==> src/rtl/countdown_timer.sv <==
// countdown_timer: six-digit BCD countdown (M:SS.mmm) decremented on a 1 ms tick, flags expiry at zero.
//
// Optional feature macro: COUNTDOWN_ALARM_EN (blinking alarm in DONE; alarm_o tied low when undefined).
//
// Ports:
//   clk            system clock
//   reset          asynchronous, active-high reset (clears to IDLE, all outputs 0)
//   tick_i         1 ms timebase, single-cycle pulse
//   load_i         capture preset (ignored while running)
//   preset_min_i   minutes preset, BCD, clamped to MAX_MIN
//   preset_seg2_i  tens-of-seconds preset, BCD, clamped to 5
//   preset_seg1_i  units-of-seconds preset, BCD, clamped to 9
//   start_i        begin/resume counting (pulse)
//   stop_i         pause counting (pulse), wins over start_i
//   min_o..milli_o current time digits, BCD, same weights as the stopwatch
//   running_o      high while counting
//   done_o         high once zero has been reached, until load or reset
//   expired_o      single-cycle pulse on the cycle done_o first rises
//   alarm_o        2 Hz blink while done (COUNTDOWN_ALARM_EN only)
module countdown_timer #(
    parameter int MAX_MIN = 9
) (
    input  logic       clk,
    input  logic       reset,
    input  logic       tick_i,
    input  logic       load_i,
    input  logic [3:0] preset_min_i,
    input  logic [3:0] preset_seg2_i,
    input  logic [3:0] preset_seg1_i,
    input  logic       start_i,
    input  logic       stop_i,
    output logic [3:0] min_o,
    output logic [3:0] seg2_o,
    output logic [3:0] seg1_o,
    output logic [3:0] deci_o,
    output logic [3:0] centi_o,
    output logic [3:0] milli_o,
    output logic       running_o,
    output logic       done_o,
    output logic       expired_o,
    output logic       alarm_o
);
    localparam logic [3:0] MAX_BCD = 4'(MAX_MIN);

    typedef enum logic [1:0] {IDLE, RUN, PAUSED, DONE} state_t;

    state_t     state_q, state_d;
    logic [3:0] min_q, seg2_q, seg1_q, deci_q, centi_q, milli_q;
    logic [3:0] min_d, seg2_d, seg1_d, deci_d, centi_d, milli_d;
    logic       expired_q, expired_d;

    logic [3:0] dec_min, dec_seg2, dec_seg1, dec_deci, dec_centi, dec_milli;
    logic       b_centi, b_deci, b_seg1, b_seg2, b_min;
    logic       is_zero, dec_zero;
    logic [3:0] ld_min, ld_seg2, ld_seg1;

    // Borrow ripples upward; each digit wraps to its own maximum when borrowed from at 0.
    // The minutes digit never borrows from zero because RUN is never entered at 0:00.000.
    assign dec_milli = (milli_q == 4'd0) ? 4'd9 : milli_q - 4'd1;
    assign b_centi   = (milli_q == 4'd0);
    assign dec_centi = b_centi ? ((centi_q == 4'd0) ? 4'd9 : centi_q - 4'd1) : centi_q;
    assign b_deci    = b_centi && (centi_q == 4'd0);
    assign dec_deci  = b_deci ? ((deci_q == 4'd0) ? 4'd9 : deci_q - 4'd1) : deci_q;
    assign b_seg1    = b_deci && (deci_q == 4'd0);
    assign dec_seg1  = b_seg1 ? ((seg1_q == 4'd0) ? 4'd9 : seg1_q - 4'd1) : seg1_q;
    assign b_seg2    = b_seg1 && (seg1_q == 4'd0);
    assign dec_seg2  = b_seg2 ? ((seg2_q == 4'd0) ? 4'd5 : seg2_q - 4'd1) : seg2_q;
    assign b_min     = b_seg2 && (seg2_q == 4'd0);
    assign dec_min   = b_min ? min_q - 4'd1 : min_q;

    assign is_zero  = ~|{min_q, seg2_q, seg1_q, deci_q, centi_q, milli_q};
    assign dec_zero = ~|{dec_min, dec_seg2, dec_seg1, dec_deci, dec_centi, dec_milli};

    assign ld_min  = (preset_min_i  > MAX_BCD) ? MAX_BCD : preset_min_i;
    assign ld_seg2 = (preset_seg2_i > 4'd5)    ? 4'd5    : preset_seg2_i;
    assign ld_seg1 = (preset_seg1_i > 4'd9)    ? 4'd9    : preset_seg1_i;

`ifdef COUNTDOWN_ALARM_EN
    logic [7:0] acnt_q, acnt_d;
    logic       alarm_q, alarm_d;
`endif

    // State register
    always_ff @(posedge clk or posedge reset) begin
        if (reset) begin
            state_q   <= IDLE;
            min_q     <= 4'd0;
            seg2_q    <= 4'd0;
            seg1_q    <= 4'd0;
            deci_q    <= 4'd0;
            centi_q   <= 4'd0;
            milli_q   <= 4'd0;
            expired_q <= 1'b0;
`ifdef COUNTDOWN_ALARM_EN
            acnt_q    <= 8'd0;
            alarm_q   <= 1'b0;
`endif
        end else begin
            state_q   <= state_d;
            min_q     <= min_d;
            seg2_q    <= seg2_d;
            seg1_q    <= seg1_d;
            deci_q    <= deci_d;
            centi_q   <= centi_d;
            milli_q   <= milli_d;
            expired_q <= expired_d;
`ifdef COUNTDOWN_ALARM_EN
            acnt_q    <= acnt_d;
            alarm_q   <= alarm_d;
`endif
        end
    end

    // Next-state logic
    always_comb begin
        state_d   = state_q;
        min_d     = min_q;
        seg2_d    = seg2_q;
        seg1_d    = seg1_q;
        deci_d    = deci_q;
        centi_d   = centi_q;
        milli_d   = milli_q;
        expired_d = 1'b0;
        case (state_q)
            RUN: begin
                if (tick_i) begin
                    {min_d, seg2_d, seg1_d, deci_d, centi_d, milli_d} =
                        {dec_min, dec_seg2, dec_seg1, dec_deci, dec_centi, dec_milli};
                    if (dec_zero) begin
                        state_d   = DONE;
                        expired_d = 1'b1;
                    end
                end
                // Reaching zero takes precedence over a concurrent stop.
                if (stop_i && state_d == RUN)
                    state_d = PAUSED;
            end
            default: begin
                if (load_i) begin
                    {min_d, seg2_d, seg1_d} = {ld_min, ld_seg2, ld_seg1};
                    {deci_d, centi_d, milli_d} = 12'd0;
                    state_d = IDLE;
                end else if (start_i && !stop_i && state_q != DONE && !is_zero) begin
                    state_d = RUN;
                end
            end
        endcase
    end

`ifdef COUNTDOWN_ALARM_EN
    // Blink counter: restarts on DONE entry, toggles the alarm every 250th tick while in DONE.
    always_comb begin
        acnt_d  = acnt_q;
        alarm_d = alarm_q;
        if (state_d != DONE) begin
            acnt_d  = 8'd0;
            alarm_d = 1'b0;
        end else if (state_q != DONE) begin
            acnt_d  = 8'd0;
            alarm_d = 1'b1;
        end else if (tick_i) begin
            acnt_d  = (acnt_q == 8'd249) ? 8'd0 : acnt_q + 8'd1;
            alarm_d = (acnt_q == 8'd249) ? ~alarm_q : alarm_q;
        end
    end
`endif

    // Output logic
    always_comb begin
        min_o     = min_q;
        seg2_o    = seg2_q;
        seg1_o    = seg1_q;
        deci_o    = deci_q;
        centi_o   = centi_q;
        milli_o   = milli_q;
        running_o = (state_q == RUN);
        done_o    = (state_q == DONE);
        expired_o = expired_q;
`ifdef COUNTDOWN_ALARM_EN
        alarm_o   = alarm_q;
`else
        alarm_o   = 1'b0;
`endif
    end
endmodule

==> config.mk <==
export PLATFORM = sky130hd
export DESIGN_NAME = countdown_timer
export DESIGN_NICKNAME = d
export VERILOG_FILES = /design/src/rtl/countdown_timer.sv
export SDC_FILE = /design/constraint.sdc
export NUM_CORES = 1
export LEC_CHECK = 0
export BUFFER_PORTS_ARGS = -buffer_cell sky130_fd_sc_hd__buf_2
export CAP_MARGIN = 10
export CORE_ASPECT_RATIO = 0.7
export CORE_MARGIN = 5
export CORE_UTILIZATION = 45
export DETAILED_ROUTE_END_ITERATION = 8
export PLACE_DENSITY = 0.7
export SYNTH_ARGS = -nofsm -noshare
export SYNTH_HDL_FRONTEND = slang
export SYNTH_SLANG_ARGS = --single-unit
==> constraint.sdc <==
create_clock -name clk -period 2.9 [get_ports clk]
set_input_delay 0.145 -clock clk [delete_from_list [all_inputs] [get_ports clk]]
set_output_delay 0.145 -clock clk [all_outputs]
set_load 0.02 [all_outputs]
# Word level (Yosys, flattened, before mapping)
# Cells that the tools add are included.
dict set report totals {
  input_bits 18
  ff_bits 27
  elab_cells 80
}
dict set report classes {
  magnitude_cmp 3
  reduce_logical 19
  n_mux 39
  n_addsub 6
  n_eq_ne 5
}
# cell count
set op_table {}
lappend op_table {{$mux W4} 29}
lappend op_table {{$reduce_or A24 Y1} 2}
lappend op_table {{$sub A4 B1 Y4 const B} 6}
lappend op_table {{$logic_not A4 Y1} 5}
lappend op_table {{$mux W2} 7}
lappend op_table {{$gt A4 B4 Y1 const B} 2}
lappend op_table {{$logic_and A1 B1 Y1} 8}
lappend op_table {{$eq A2 B1 Y1 const B} 2}
lappend op_table {{$gt A4 B3 Y1 const B} 1}
lappend op_table {{$ne A2 B2 Y1 const B} 2}
lappend op_table {{$mux W1} 3}
lappend op_table {{$reduce_bool A3 Y1} 1}
lappend op_table {{$eq A2 B2 Y1 const B} 1}
lappend op_table {{$reduce_and A2 Y1} 1}
lappend op_table {{$reduce_bool A2 Y1} 1}
lappend op_table {{$logic_not A1 Y1} 1}

# Logic depth before layout (Yosys ltp)
dict set report logic_depth {
  word_depth 14
  mapped_depth 8
}

# Least setup slack after synthesis
# OpenSTA, ideal clock, no wires.
dict set report synth_path {
  path_type {reg-to-reg}
  start {reg deci_q[0], in the netlist deci_o[0]}
  end {reg state_q[0]}
  path_slack_ns 0.522
  path_stages_with_launch 8
  setup_time_ns 0.124
  arrival_time_ns 2.253
  cell_sequence {dfrtp_1 buf_6 or3_4 or4_4 or3_1 o21ai_1 o21ai_0 or2_1}
}
dict set report synth_between {
  elab_chain_cells 13
}
# item line_no
set synth_lines {}
lappend synth_lines {{start: declaration} 48} ;# logic [3:0] min_q, seg2_q, seg1_q, deci_q, centi_q, milli_q;
lappend synth_lines {{start signal: assignment} 103} ;# deci_q <= deci_d;
lappend synth_lines {{branches (longest 13 deep; another with $sub A4 B1 Y4)} n/a}
lappend synth_lines {{end signal: assignment} 99} ;# state_q <= state_d;
lappend synth_lines {{end: declaration} 47} ;# state_t state_q, state_d;
# Several ways; the timed one is not identified. The select of a mux whose other input is x is not followed.
# A chain may end at the register's enable or synchronous reset.

# Worst setup path in the final report
dict set report layout_path {
  start {reg milli_q[2], in the netlist milli_o[2]}
  end {reg state_q[0]}
}
dict set report layout_between {
  elab_chain_cells 14
}
# item line_no
set layout_lines {}
lappend layout_lines {{start: declaration} 48}
lappend layout_lines {{start signal: assignment} 105} ;# milli_q <= milli_d;
lappend layout_lines {{branches (longest 14 deep; another with $sub A4 B1 Y4)} n/a}
# Several ways; the timed one is not identified. The select of a mux whose other input is x is not followed.

==> results.sh <==
export IMPL_outcome="finished clean"
export IMPL_yosys_most_used_dff="dfrtp_1"
export IMPL_max_vdd_ir_drop_mv=0.302
export IMPL_cts_htree_levels=1
export IMPL_min_from="preset_min_i[2]"
export IMPL_synth_seq_cells=27
export IMPL_core_mm2=0.00354
export IMPL_critical_path_top_delay_family="simple AND/OR/NAND/NOR gates"
export IMPL_p_switching_uw=529
export IMPL_finalCriticalPeriod_ps=2450
export IMPL_rsz0062_at_grt="no"
export IMPL_path_buf_inv=0
export IMPL_synth_edf_count=0
export IMPL_max_freq_mhz=408
export IMPL_num_rows=18
export IMPL_cts_buffers=3
export IMPL_yosys_warnings=0
export IMPL_io_buffers=44
export IMPL_start_util_pct=46.6
export IMPL_yosysMostFrequentCell="o21ai_0"
export IMPL_die_w_um=82.3
export IMPL_post_route_drc_count=0
export IMPL_fill_cells=340
export IMPL_cts_sinks=27
export IMPL_routedWlPerCell_um=15.4
export IMPL_pwr_share_clk_pct=17.8
export IMPL_grt_overflow=0
export IMPL_grt_pass1_wl_mm=7.26
export IMPL_p_seq_share_pct=41.6
export IMPL_crit_chain="nor4_4 -> nand4_2 -> or3_1 -> o21ai_1 -> o21ai_0 -> or2_1"
export IMPL_crit_fanout=9
export IMPL_critPathSlowestCell="nor4_4"
export IMPL_vias_per_cell=5.67
export IMPL_cp_required_ps=3070
export IMPL_num_vias=1638
export IMPL_swShare_pct=42.7
export IMPL_antenna_cells=0
export IMPL_wl_met2_mm=1.90
export IMPL_ys_types=47
export IMPL_final_nets=260
export IMPL_cts_tree="done"
export IMPL_drt_total_wl_mm=4.44
export IMPL_insertion_delay_ps=280
export IMPL_avgSynthCellArea_um2=8.58
export IMPL_antenna_found_initial=0
export IMPL_setup_tns_final_ps=0
export IMPL_grt_usage_pct=18.9
export IMPL_cpPeakStageDelay_ps=510
export IMPL_fp_dieH_um=60.6
export IMPL_root_buffer="clkbuf_8"
export IMPL_clockBufferDepth=2
export IMPL_synth_largest_area_cell="dfrtp_1"
export IMPL_yosys_top_cells_count="o21ai_0 (28), dfrtp_1 (27), nand2_1 (21)"
export IMPL_worst_r2r_startpoint="milli_o[2]$_DFFE_PP0P_"
export IMPL_area_growth_pct=21.8
export IMPL_cp_data_arrival_time_ps=2620
export IMPL_p_leak_uw=0.000936
export IMPL_multi_input_area_um2=897
export IMPL_synth_area_leaders="dfrtp_1 (41%), o21ai_0 (8.5%), nand2_1 (4.8%), a21oi_1 (3.9%), nor2_1 (3.9%)"
export IMPL_p_int_uw=710
export IMPL_total_power_uw=1240
export IMPL_syn_inst=192
export IMPL_clk_pin_slew_worst_paths_ps=100
export IMPL_met1Wirelength_mm=2.20
export IMPL_grt_pass1_vias=1534
export IMPL_timing_critical_path_from="milli_o[2]$_DFFE_PP0P_"
export IMPL_wl_met3_um=308
export IMPL_async_flop_share_pct=100
export IMPL_dieArea_mm2=0.00499
export IMPL_drive_gt1_share_pct=26.4
export IMPL_drt_iter0_markers=118
export IMPL_combPwrFrac_pct=40.6
export IMPL_powerDensity_mw_per_mm2=618
export IMPL_synth_top_cell_area_share_pct=41.0
export IMPL_fin_worst_skew_ps=8.06
export IMPL_highest_layer="met4"
export IMPL_regArea_um2=676
export IMPL_num_io_pins=46
export IMPL_post_cts_resized=0
export IMPL_setup_viol=0
export IMPL_drv_cap=0
export IMPL_syn_nets=212
export IMPL_start_kind="flop"
export IMPL_place_gp_congestion=0.868
export IMPL_drtPass1Iterations=4
export IMPL_syn_area_mm2=0.00165
export IMPL_tightest_slew_ps=560
export IMPL_hpwl_mm=3.38
export IMPL_hold_viol_final=0
export IMPL_hp_class="input pin to flop"
export IMPL_final_max_slew_violation_count=0
export IMPL_grt_max_degree=28
export IMPL_yosysSeqAreaShare_pct=41.0
export IMPL_cp_end_kind="flop"
export IMPL_fin_crit_sh_pct=84.5
export IMPL_antenna_left=0
export IMPL_max_slew_margin_pct=62.3
export IMPL_path_class="flop to flop"
==> worst min-delay path, cell delays in order <==
cell      delay [ps]
buf_2             90
nand2_1           50
o211ai_1          80
==> state kept, by name, summed over array words and instances, names as in the netlist <==
register,flops
seg2_o,4
milli_o,4
seg1_o,4
deci_o,4
expired_o,1
min_o,4
centi_o,4
state_q,2
==> placed cells by master, fill, tap and decap left out, types with 2 or more instances in the layout <==
master,synthesis,final
a21o_1,2,2
a21oi_1,13,13
a31oi_1,4,4
a32oi_1,2,2
and2_1,2,2
buf_2,0,44
buf_4,1,4
clkbuf_8,0,3
dfrtp_1,27,27
ha_1,2,2
inv_1,10,10
mux2i_1,4,4
nand2_1,21,21
nand3_1,5,5
nand4_1,4,4
nor2_1,17,17
nor2b_1,2,2
nor3_1,6,6
nor4_1,2,2
nor4_4,2,2
o211ai_1,2,2
o21ai_0,28,28
o311ai_0,2,2
o41ai_1,2,2
or2_2,2,2
or3_1,2,2
xor2_1,2,2
==> layer usage <==
metal,vias up,track usage (%)
met5,-,0
met4,0,4.50
met3,4,4.90
met2,65,26.9
met1,771,28.4
li1,798,-
==> power by group through the flow <==
| stage | Combinational, uW | Sequential, uW | Clock (uW) |
|---|---|---|---|
| after global placement | 491 | 521 | 0 |
| after detailed placement | 495 | 521 | 0 |
| after CTS | 498 | 513 | 224 |
| after floorplan | 293 | 568 | 0 |
| after global routing | 556 | 529 | 241 |
| final | 504 | 515 | 220 |
==> final timing paths <==
check	slack (ps)	to	cells past startpoint
setup / recovery	450	state_q[0]$_DFFE_PP0P_	6
hold / removal	120	min_o[2]$_DFFE_PP0P_	3
setup reg to reg	450	state_q[0]$_DFFE_PP0P_	6
hold reg to reg	550	seg2_o[3]$_DFFE_PP0P_	1
max in group asynchronous	2180	min_o[1]$_DFFE_PP0P_	4
min in group asynchronous	330	min_o[2]$_DFFE_PP0P_	3
==> metrics by stage <==
step / setup slack (ps) / std cells / hold slack [ps] / area (um2) / utilization (%)
2_1_floorplan: 522 / 192 / 198 / 1650 / -
3_3_place_gp: 555 / 283 / 403 / 1920 / 54.4
3_5_place_dp: 463 / 283 / 402 / 1920 / 54.4
4_1_cts: 458 / 287 / 117 / 1970 / 55.7
5_1_grt: 264 / 289 / 142 / 2010 / 56.8
6_report: 449 / 289 / 118 / 2010 / 56.8
==> cells by family after synthesis <==
family                     share of synthesized area, %
other                                             0.228
and+or+nand+nor                                    26.3
DFF                                                41.0
adders and majority gates                          1.52
buffers and inverters                              4.56
xor gates and xnor gates                           1.06
muxes                                              2.43
AOI/OAI and AO/OA                                  22.9
==> area by class of cell <==
class                      instances  area share [%]
clock inverter                     1           0.249
tap                               50            3.12
sequential                        27            33.7
multi-input combinational        148            44.7
timing repair buffer              50            14.3
clock buffer                       3            2.06
inverter                          10            1.87
==> what timing repair did <==
action | in CTS | in global routing
hold endpoints to repair | 0 | 4
setup buffers | 0 | 0
hold buffers | 0 | 1
(Power assumes the default switching activity.)
